**config.mk**
```make
export PLATFORM = sky130hd
export DESIGN_NAME = sprite_line_scanner
export DESIGN_NICKNAME = d
export VERILOG_FILES = /design/src/rtl/sprite_line_scanner.sv
export SDC_FILE = /design/constraint.sdc
export NUM_CORES = 1
export LEC_CHECK = 0
export BUFFER_PORTS_ARGS = -buffer_cell sky130_fd_sc_hd__buf_4
export CAP_MARGIN = 40
export CELL_PAD_IN_SITES_DETAIL_PLACEMENT = 0
export CELL_PAD_IN_SITES_GLOBAL_PLACEMENT = 1
export CORE_MARGIN = 4
export CORE_UTILIZATION = 35
export DETAILED_ROUTE_END_ITERATION = 6
export GPL_TIMING_DRIVEN = 1
export PLACE_DENSITY_LB_ADDON = 0.1
export SKIP_LAST_GASP = 1
export SLEW_MARGIN = 20
export SYNTH_ARGS = -nofsm -noshare
export SYNTH_HDL_FRONTEND = slang
export SYNTH_SLANG_ARGS = --single-unit
```
**constraint.sdc**
```tcl
create_clock -name clk -period 7.2 [get_ports clk]
set_input_delay 0.36 -clock clk [delete_from_list [all_inputs] [get_ports clk]]
set_output_delay 0.36 -clock clk [all_outputs]
set_load 0.01 [all_outputs]
```
**src/rtl/sprite_line_scanner.sv**
```systemverilog
// sprite_line_scanner
// Walks every OAM entry once per scanline and collects the indices of the
// visible sprites that cover line sy into a fixed-size slot list, lowest OAM
// index first. OAM is read through a synchronous port with one cycle of latency.
//
// Build option: define SPRITE_OVERFLOW_DETECT_EN to scan all entries and flag
// lines with more sprites than slots. Without it, overflow is tied low and the
// scan stops as soon as the last slot is filled.
module sprite_line_scanner #(
   parameter int MAX_PER_LINE = 32,
   parameter int OAM_OBJECTS  = 256,
   parameter int SPRITE_H     = 16,
   parameter int Y_W          = 10,
   localparam int IDX_W       = $clog2(OAM_OBJECTS),
   localparam int CNT_W       = $clog2(MAX_PER_LINE + 1)
) (
   input  logic             clk,
   input  logic             reset,
   input  logic             start,
   input  logic [Y_W-1:0]   sy,
   output logic [IDX_W-1:0] oam_addr,
   input  logic [31:0]      oam_data,
   output logic [IDX_W:0]   BufferArray [MAX_PER_LINE],
   output logic [CNT_W-1:0] obj_count,
   output logic             line_prepared,
   output logic             busy,
   output logic             overflow
);

   typedef enum logic [1:0] {
      IDLE,
      SCAN,
      DONE
   } state_t;

   localparam logic [IDX_W-1:0] LAST_IDX  = IDX_W'(OAM_OBJECTS - 1);
   localparam logic [CNT_W-1:0] FULL_CNT  = CNT_W'(MAX_PER_LINE);
   localparam logic [Y_W:0]     H_LIM     = (Y_W + 1)'(SPRITE_H);

   state_t           state;
   state_t           state_next;
   logic             clear;        // start seen: wipe the list and restart the walk
   logic [Y_W-1:0]   sy_q;         // line being scanned, captured at start
   logic             rd_pending;   // oam_data this cycle answers an address we issued
   logic [IDX_W-1:0] rd_idx;       // OAM index that oam_data belongs to
   logic             issue_done;   // last address has been issued
   logic [Y_W-1:0]   dy;           // distance from sprite top to the line, modulo 2^Y_W
   logic             eval_en;
   logic             hit;
   logic             last_eval;
   logic             early_full;
   logic             unused_oam_bits;

   // Only the visible bit and the Y field of the OAM word matter here.
   assign unused_oam_bits = ^oam_data[30:Y_W];

   // Hit test: the subtraction wraps in Y_W bits, so a sprite whose top sits
   // near the bottom of the coordinate space still covers the first lines.
   assign dy        = sy_q - oam_data[Y_W-1:0];
   assign eval_en   = (state == SCAN) && rd_pending;
   assign hit       = eval_en && oam_data[31] && ({1'b0, dy} < H_LIM);
   assign last_eval = eval_en && (rd_idx == LAST_IDX);

   // State register.
   // NOTE: clocked state uses non-blocking assignments so every flop samples
   // pre-edge values; blocking here would create order-dependent races.
   always_ff @(posedge clk) begin
      if (reset) begin
         state <= IDLE;
      end else begin
         state <= state_next;
      end
   end

   // Next-state and status outputs; start overrides whatever is in flight.
   // NOTE: every signal written here gets a default first, otherwise paths
   // that skip an assignment would infer latches.
   always_comb begin
      state_next    = state;
      clear         = 1'b0;
      busy          = 1'b0;
      line_prepared = 1'b0;
      case (state)
         IDLE: begin
            state_next = IDLE;
         end
         SCAN: begin
            busy = 1'b1;
            if (last_eval || early_full) begin
               state_next = DONE;
            end
         end
         DONE: begin
            line_prepared = 1'b1;
         end
         default: begin
            state_next = IDLE;
         end
      endcase
      if (start) begin
         state_next = SCAN;
         clear      = 1'b1;
      end
   end

   // Address generator: one OAM address per SCAN cycle, holding at the last
   // one, with a one-deep tag of which index the returning data belongs to.
   always_ff @(posedge clk) begin
      if (reset) begin
         oam_addr   <= '0;
         rd_idx     <= '0;
         rd_pending <= 1'b0;
         issue_done <= 1'b0;
         sy_q       <= '0;
      end else if (clear) begin
         oam_addr   <= '0;
         rd_idx     <= '0;
         rd_pending <= 1'b0;
         issue_done <= 1'b0;
         sy_q       <= sy;
      end else if ((state == SCAN) && !issue_done) begin
         rd_pending <= 1'b1;
         rd_idx     <= oam_addr;
         if (oam_addr == LAST_IDX) begin
            issue_done <= 1'b1;
         end else begin
            oam_addr <= oam_addr + 1'b1;
         end
      end else begin
         rd_pending <= 1'b0;
      end
   end

   // Sprite list: each hit lands in the next free slot, so slot order follows
   // OAM order. Writes happen only on a hit, which only exists in SCAN.
   // NOTE: the slot array is a port-visible register bank rather than a RAM,
   // so it is cleared on reset; unused slots must read as zero.
   always_ff @(posedge clk) begin
      if (reset || clear) begin
         for (int i = 0; i < MAX_PER_LINE; i++) begin
            BufferArray[i] <= '0;
         end
         obj_count <= '0;
      end else if (hit && (obj_count != FULL_CNT)) begin
         for (int i = 0; i < MAX_PER_LINE; i++) begin
            if (obj_count == CNT_W'(i)) begin
               BufferArray[i] <= {rd_idx, 1'b1};
            end
         end
         obj_count <= obj_count + 1'b1;
      end
   end

`ifdef SPRITE_OVERFLOW_DETECT_EN
   logic overflow_q;

   // Sticky overflow: a hit that finds every slot taken.
   always_ff @(posedge clk) begin
      if (reset || clear) begin
         overflow_q <= 1'b0;
      end else if (hit && (obj_count == FULL_CNT)) begin
         overflow_q <= 1'b1;
      end
   end

   assign overflow   = overflow_q;
   assign early_full = 1'b0;
`else
   // Without overflow detection there is nothing to learn once the list is
   // full, so the hit that fills the last slot ends the scan.
   assign overflow   = 1'b0;
   assign early_full = hit && (obj_count == CNT_W'(MAX_PER_LINE - 1));
`endif

endmodule

```
Word-level counts from Yosys, hierarchy flattened
Index checks and enable logic that the tools add are counted.

Bits in registers: 324. Bits in latches: 0. Memory bits (writable): 0. Memory bits (read-only): 0. Input port bits: 45. Output and inout bits: 305. Logic and storage cells: 141. Memories: 0.

Add/sub/neg operators: 3. Multiply operators: 0. Div/mod/pow operators: 0. $lt $le $gt $ge: 1. Equality and inequality tests: 39. Shifts and indexed selects: 0. Muxes and demuxes: 7. Bitwise operators: 2. Reduce and logical (&&, ||, !) cells: 49.

Operators with widths (number): equality test 6 x 5 -> 1 bit, second input constant (16); AND reduction 2 bit (36); equality test 6 x 4 -> 1 bit, second input constant (8); equality test 6 x 3 -> 1 bit, second input constant (4); equality test 8 bit, second input constant (2); equality test 6 x 2 -> 1 bit, second input constant (2); less-than comparator 10 x 5 -> 1 bit, second input constant (1); subtractor 10 bit (1); adder 8 x 1 -> 8 bit, second input constant (1); logical AND 1 bit (7); adder 6 x 1 -> 6 bit, second input constant (1); equality test 6 x 1 -> 1 bit, second input constant (1); zero test 6 bit (1); != test 6 bit, second input constant (1); two-way mux 1 bit (5); != test 2 bit, second input constant (2); one-hot mux 2 bit (2 select lines) (1); OR reduction 2 bit (2); != test 3 bit, second input constant (1); equality test 2 x 1 -> 1 bit, second input constant (1); equality test 2 bit, second input constant (1); logical OR 1 bit (2); two-way mux 2 bit (1); inverter 1 bit (2); zero test 1 bit (1).

Logic depth before layout (Yosys ltp)
Gate-level depths: netlist of the first run.

Word-level depth: 9. Depth in mapped cells: 12. Depth with buffers taken out: 9.

Worst setup path after synthesis of the first run
OpenSTA, ideal clock, no wires.

Path kind: in2reg. From: input oam_data[3]. To: register obj_count[4]. Library setup time: 71 ps. Arrival: 2587 ps. Required time: 7129 ps. Setup slack: 4542 ps. Stages: 10. Buffers on the path: 1. Cell sequence: inv_1 -> ha_1 -> a211oi_1 -> o21ai_0 -> a21oi_1 -> nor3_1 -> or4_1 -> clkbuf_2 -> or4_1 -> a21oi_1.

Word-level cells in the longest chain between the ends: 4.

Ends and longest elaborated chain: start: declaration (line 22) `input logic [31:0] oam_data,`; subtractor 10 bit (line 59) `assign dy = sy_q - oam_data[Y_W-1:0];`; less-than comparator 10 x 5 -> 1 bit (line 61) `assign hit = eval_en && oam_data[31] && ({1'b0, dy} < H_LIM);`; logical AND 1 bit (line 61); logical AND 1 bit (line 144) `end else if (hit && (obj_count != FULL_CNT)) begin`; end signal: assignment (line 150) `obj_count <= obj_count + 1'b1;`; end: declaration (line 24) `output logic [CNT_W-1:0] obj_count,`.

No other way between the ends. A chain may end at the register's enable or synchronous reset.

Worst setup path after layout of the first run
From: register sy_q[5]. To: register BufferArray[204] in the netlist's numbering.

Word-level cells in the longest chain between the ends: 5.

Ends and longest elaborated chain: start: declaration (line 43) `logic [Y_W-1:0] sy_q;`; start signal: assignment (line 120) `sy_q <= sy;`; subtractor 10 bit (line 59); less-than comparator 10 x 5 -> 1 bit (line 61); logical AND 1 bit (line 61); logical AND 1 bit (line 144); AND reduction 2 bit (no source line); end signal: indexed assignment (line 147) `BufferArray[i] <= {rd_idx, 1'b1};`; end: declaration (line 23) `output logic [IDX_W:0] BufferArray [MAX_PER_LINE],`.

No other way between the ends.

==> metrics.txt, run 1 <==
status complete, no violations; largest fanout on the critical path 24; yosys synthesis warning count 0; number of global-route vias before repair 9463; Core Util, Final 0.4856; CTS buffer count 37; worst hold path type in -> reg; RR Endpoint BufferArray[204]; Remaining DRCs 0; Layout area overhead 36.55%; layout cells sized above 1 0.2982; Critical Path AT 3.75 ns; Unique masters post-synth 43; Crit. End Element flop; postcts setup bufs 0; first-pass GRT wire length around 58 mm; number of setup violations in the final report 0; Clock transition at path regs 0.06 ns; Synthesized Nets approximately 1300; synthesized area per cell 9.835 um2; final hold violations 0; Vias/cell 4.709; min cycle time layout 3.310 ns; reg2reg path depth 10; CP endpoint BufferArray[204]; main flop type after synthesis dfxtp_1; met3 Usage GRT 0.05400; global-route usage over all layers 0.1903; total global routing overflow 0; routed wire length 37.76 mm; gr busiest metal met2; Leakage 6.543 nW; Setup Crit Path Kind reg -> reg; unrepaired setup endpoints after global routing no; Peak VDD IR between 0.2 and 0.3 mV; row count approximately 70; pin count of the biggest net entering global routing approximately 200; Worst Setup SP sy_q[5]; Hold Buf Count CTS 0; placer congestion estimate 0.7084; core area 34540 um2; required time of the critical path about 7.6 ns; # diodes 0; drt pass-1 iters 4; port buffer count 327; Final period util 0.4597; I/O Pins 350; drt first-iter violations ~410; sequential fraction of the synthesis area 0.5280; Synth top area share 0.5280; met1 Use GR 0.2427; number of clock sinks approximately 320; Synth async-reset ratio 0; Rel. slew slack 0.3083; post-route ant nets 0; Die Y 195.3 um; Yosys reg bits 324; Resized cells post-CTS 0; placed inst area 15530 um2; die area about 38000 um2; Mapped Cells approximately 1200; via count 9516; CTS Root Cell clkbuf_16; count of flip-flops with a built-in enable after synthesis 0; Initial Utilization 0.3556; Setup Skew 0.01475 ns; wire per inst ~19 um; FF-to-FF setup slack 3.89 ns; antenna violations before repair 0; H-tree depth 2; post-DP HPWL 25.60 mm; nets@finish 1604; CTS tree built; r2r startpoint sy_q[5]; cell taking the most area after synthesis dfxtp_1; power per cell area 227.7 nW/um2; die width 195.3 um; worst skew pair latency 0.53 ns; Achievable Freq 0.3021 GHz; crit start category flop; Finished Cell Area ~17000 um2; met2 Resource Use GR 0.3223; top cells by area, synth dfxtp_1 (53%), mux2i_1 (22%), nand2_1 (9.9%); fin. max-slew vios 0; Synth top cells by count dfxtp_1 (324), nand2_1 (324), mux2i_1 (270); Fin Hold WS 0.07611 ns; synthesized cell area 12280 um2; post-route setup TNS 0 ns; Clock Path Buffers 3; maxcap violations 0; Worst-Margin Slew 1.038 ns
layout by cell type, fill, tap and decap left out, types with 2 or more instances in the layout:
cell type  count
a2111oi_0      2
a211oi_1       3
a21oi_1       20
a22o_1         2
and3_1         2
buf_12         6
buf_16         6
buf_4        360
bufinv_16      5
clkbuf_1      11
clkbuf_16     39
clkbuf_8       3
dfxtp_1      324
ha_1          13
inv_1         14
mux2i_1      270
nand2_1      316
nand2_2        8
nand2b_1       5
nand3_1        4
nand4_1        6
nor2_1        32
nor3_1         8
nor4_1         4
nor4_2        31
o21a_1        33
o21ai_0        9
or2_2          2
or3_1          4
or4_1          2
xor2_1         4
state kept, by name, indices dropped and copies added (netlist names):
signal and flops:
BufferArray 288, sy_q 10, oam_addr 8, rd_idx 8, obj_count 6, state 2, issue_done 1, rd_pending 1
metal layers:
metal  vias to the layer above  wire, um
met5                         -         0
met4                         0       581
met3                        41      2481
met2                       230     18010
met1                      4485     16690
li1                       4760         -
layout make-up:
type,instances,area (um2)
tap,455,569.3
fill,3394,17770
inverter,14,52.55
clock buffer,53,1059
timing repair buffer,372,2988
multi-input combinational,797,5461
sequential,324,6486
clock inverter,6,158.9
power breakdown:
| group | internal, mW | switching, mW |
|---|---|---|
| Sequential | 1.80 | 0.00340 |
| Combinational | 0.0339 | 0.0736 |
| Clock | 1.19 | 0.719 |
| Total | 3.02 | 0.795 |
cell families after synthesis:
| group | Yosys count | share of synthesized area |
|---|---|---|
| xor+xnor | 5 | 0.003565 |
| other cells | 1 | 0.0003053 |
| mux | 270 | 0.2200 |
| flops | 324 | 0.5280 |
| buf+inv | 128 | 0.04594 |
| compound gates | 75 | 0.04044 |
| simple gates | 433 | 0.1485 |
| fa+ha+maj | 13 | 0.01324 |
critical path: stages (launching register included):
cell and delay (ns):
dfxtp_1 0.31, ha_1 0.32, or3b_2 0.21, nand4_1 0.08, a2111oi_0 0.46, nand4_1 0.22, or2_2 0.47, buf_12 0.23
nor4_2 0.44, buf_4 0.28, mux2i_1 0.20
per-stage QoR:
stage	power [mW]	std cells	setup WS, ns
2_1_floorplan	1.907	1249	4.542
3_3_place_gp	1.943	1951	3.405
3_5_place_dp	1.949	1961	3.650
4_1_cts	3.886	2020	3.802
5_1_grt	3.957	2021	3.570
6_report	3.820	2021	3.890
worst min-delay path by stage:
stage	start	endpoint	slack, ns	cells after the start
3_5_place_dp	BufferArray[0]	BufferArray[0]	0.44	2
3_3_place_gp	BufferArray[0]	BufferArray[0]	0.44	2
6_report	sy[0]	sy_q[0]	0.08	3
2_1_floorplan	rd_idx[6]	rd_idx[6]	0.45	2
4_1_cts	sy[0]	sy_q[0]	0.05	3
5_1_grt	sy[1]	sy_q[1]	0.07	3
No activity file was read; power rests on OpenSTA's default activity.
==> run 2, diff against run 1 <==
==> constraint.sdc (replaced) <==
create_clock -name clk -period 3.5 [get_ports clk]
set_input_delay 0.175 -clock clk [delete_from_list [all_inputs] [get_ports clk]]
set_output_delay 0.175 -clock clk [all_outputs]
set_load 0.01 [all_outputs]
==> metrics.txt, run 2 (synthesized netlist as in run 1, its figures left out) <==
drt pass-1 iters 4; Resized cells post-CTS 0; worst skew pair latency 0.52 ns; Largest register FFs 288; row count about 70; nets@finish 1628; worst hold path type in -> reg; Rel. slew slack 0.2422; Worst-Margin Slew 1.137 ns; global-route usage over all layers 0.1882; I/O Pins 350; # diodes 0; Achievable Freq 0.3157 GHz; power per cell area 455.9 nW/um2; RR Endpoint BufferArray[260]; fin. max-slew vios 0; Setup Skew 0.01568 ns; wire per inst about 18 um; via count about 9700; first-pass GRT wire length 57.56 mm; commonest non-fill, non-tap cell in the layout buf_4; status complete, no violations; number of global-route vias before repair 9457; Crit. End Element flop; post-route setup TNS 0 ns; Remaining DRCs 0; reg2reg path depth 10; DP Worst Slack 0.3202 ns; # fillers 3365; H-tree depth 2; HP Start reset; post-route ant nets 0; total global routing overflow 0; core area between 30000 and 40000 um2; required time of the critical path slightly below 4 ns; r2r startpoint sy_q[5]; Hold Buf Count CTS 20; postcts setup bufs 0; Peak VDD IR 0.2951 mV; Largest Register BufferArray; Slowest-stage cell, CP a2111oi_0; number of clock sinks between 300 and 400; Clock Path Buffers 3; critical path, cell by cell ha_1 > or3b_2 > nand4_1 > a2111oi_0 > nand4_1 > or2_2 > buf_4 > nor4_2 > buf_4 > mux2i_1; die area 38160 um2; Register Area 6486 um2; Critical Path AT 3.60 ns; Vias/cell 4.725; port buffer count 327; CTS Root Cell clkbuf_16; die width 195.3 um; Clock transition at path regs ~0.060 ns; crit start category flop; layout cells sized above 1 0.3012; post-DP HPWL 25.61 mm; antenna violations before repair 0; CTS tree built; most frequent cells in the layout buf_4 (367), dfxtp_1 (324), nand2_1 (316); Final period util 0.9050; drt first-iter violations 384; CP top delay family simple AND/OR/NAND/NOR gates; final worst-path setup slack 0.3323 ns; Regs by FF count BufferArray (288), sy_q (10); pin count of the biggest net entering global routing 205; maxcap violations 0; area of the multi-input gates 5461 um2; min cycle time layout 3.168 ns; hold path endpoint state[0]; Buffers & Inverters on Critical Path 2; Hold Path Stages 3; critical path's largest stage delay 0.47 ns; final hold violations 0; FF-to-FF setup slack 0.33 ns; CP Depth 10; Layout area overhead 37.64%; Setup Crit Path Kind reg -> reg; placer congestion estimate roughly 0.71; largest fanout on the critical path 15; CTS buffer count 37; routed wire length 37.68 mm; Leakage 6.638 nW; number of setup violations in the final report 0; Initial Utilization 0.3556; Die Y 195.3 um; unrepaired setup endpoints after global routing no
==> run 2: cell types whose count changed in the layout (fill, tap and decap cells not counted), moves of 5 or more <==
cell,change
clkinv_2,+7
bufinv_16,-5
clkbuf_8,+7
dlygate4sd3_1,+20
buf_4,+7
==> run 2: metrics by stage <==
step                        util  power (mW)  instances  instance area [um2]  hold WS [ns]
after detailed placement  0.4489       4.001       1965                15510        0.4171
after floorplan                -       3.924       1249                12280        0.3218
after global routing      0.4895       7.963       2052                16910       0.07354
after CTS                 0.4893       7.810       2051                16900       0.04113
after global placement    0.4442       4.000       1958                15340        0.4087
final                     0.4895       7.708       2052                16910       0.06505
==> run 2: how the worst max path moves through the flow <==
stage,from,to,slack [ns]
5_1_grt,sy_q[5],BufferArray[260],0.13
3_5_place_dp,oam_data[5],BufferArray[257],0.32
4_1_cts,sy_q[5],BufferArray[260],0.29
3_3_place_gp,oam_data[5],BufferArray[254],0.32
6_report,sy_q[5],BufferArray[260],0.33
2_1_floorplan,sy_q[3],obj_count[4],0.95
==> run 2: tightest hold or removal path, stage by stage <==
cell and delay (ns):
buf_4 0.18, inv_1 0.06, a22o_1 0.12
==> run 2: layout make-up <==
type,instances,area share
timing repair buffer,396,0.1859
inverter,14,0.003108
multi-input combinational,797,0.3230
clock inverter,9,0.003034
tap,455,0.03367
clock buffer,57,0.06764
sequential,324,0.3836
==> run 2: metal layers <==
layer,global-route usage,part of all wire
met5,0.005109,0
met4,0.03827,0.015
met3,0.04900,0.057
met2,0.3101,0.47
met1,0.2506,0.46
==> run 2: power by group <==
| part | switching, mW | internal, mW | leakage [nW] |
|---|---|---|---|
| registers | 0.00677 | 3.70 | 2.61 |
| clock network | 1.52 | 2.25 | 0.594 |
| logic | 0.155 | 0.0792 | 3.43 |
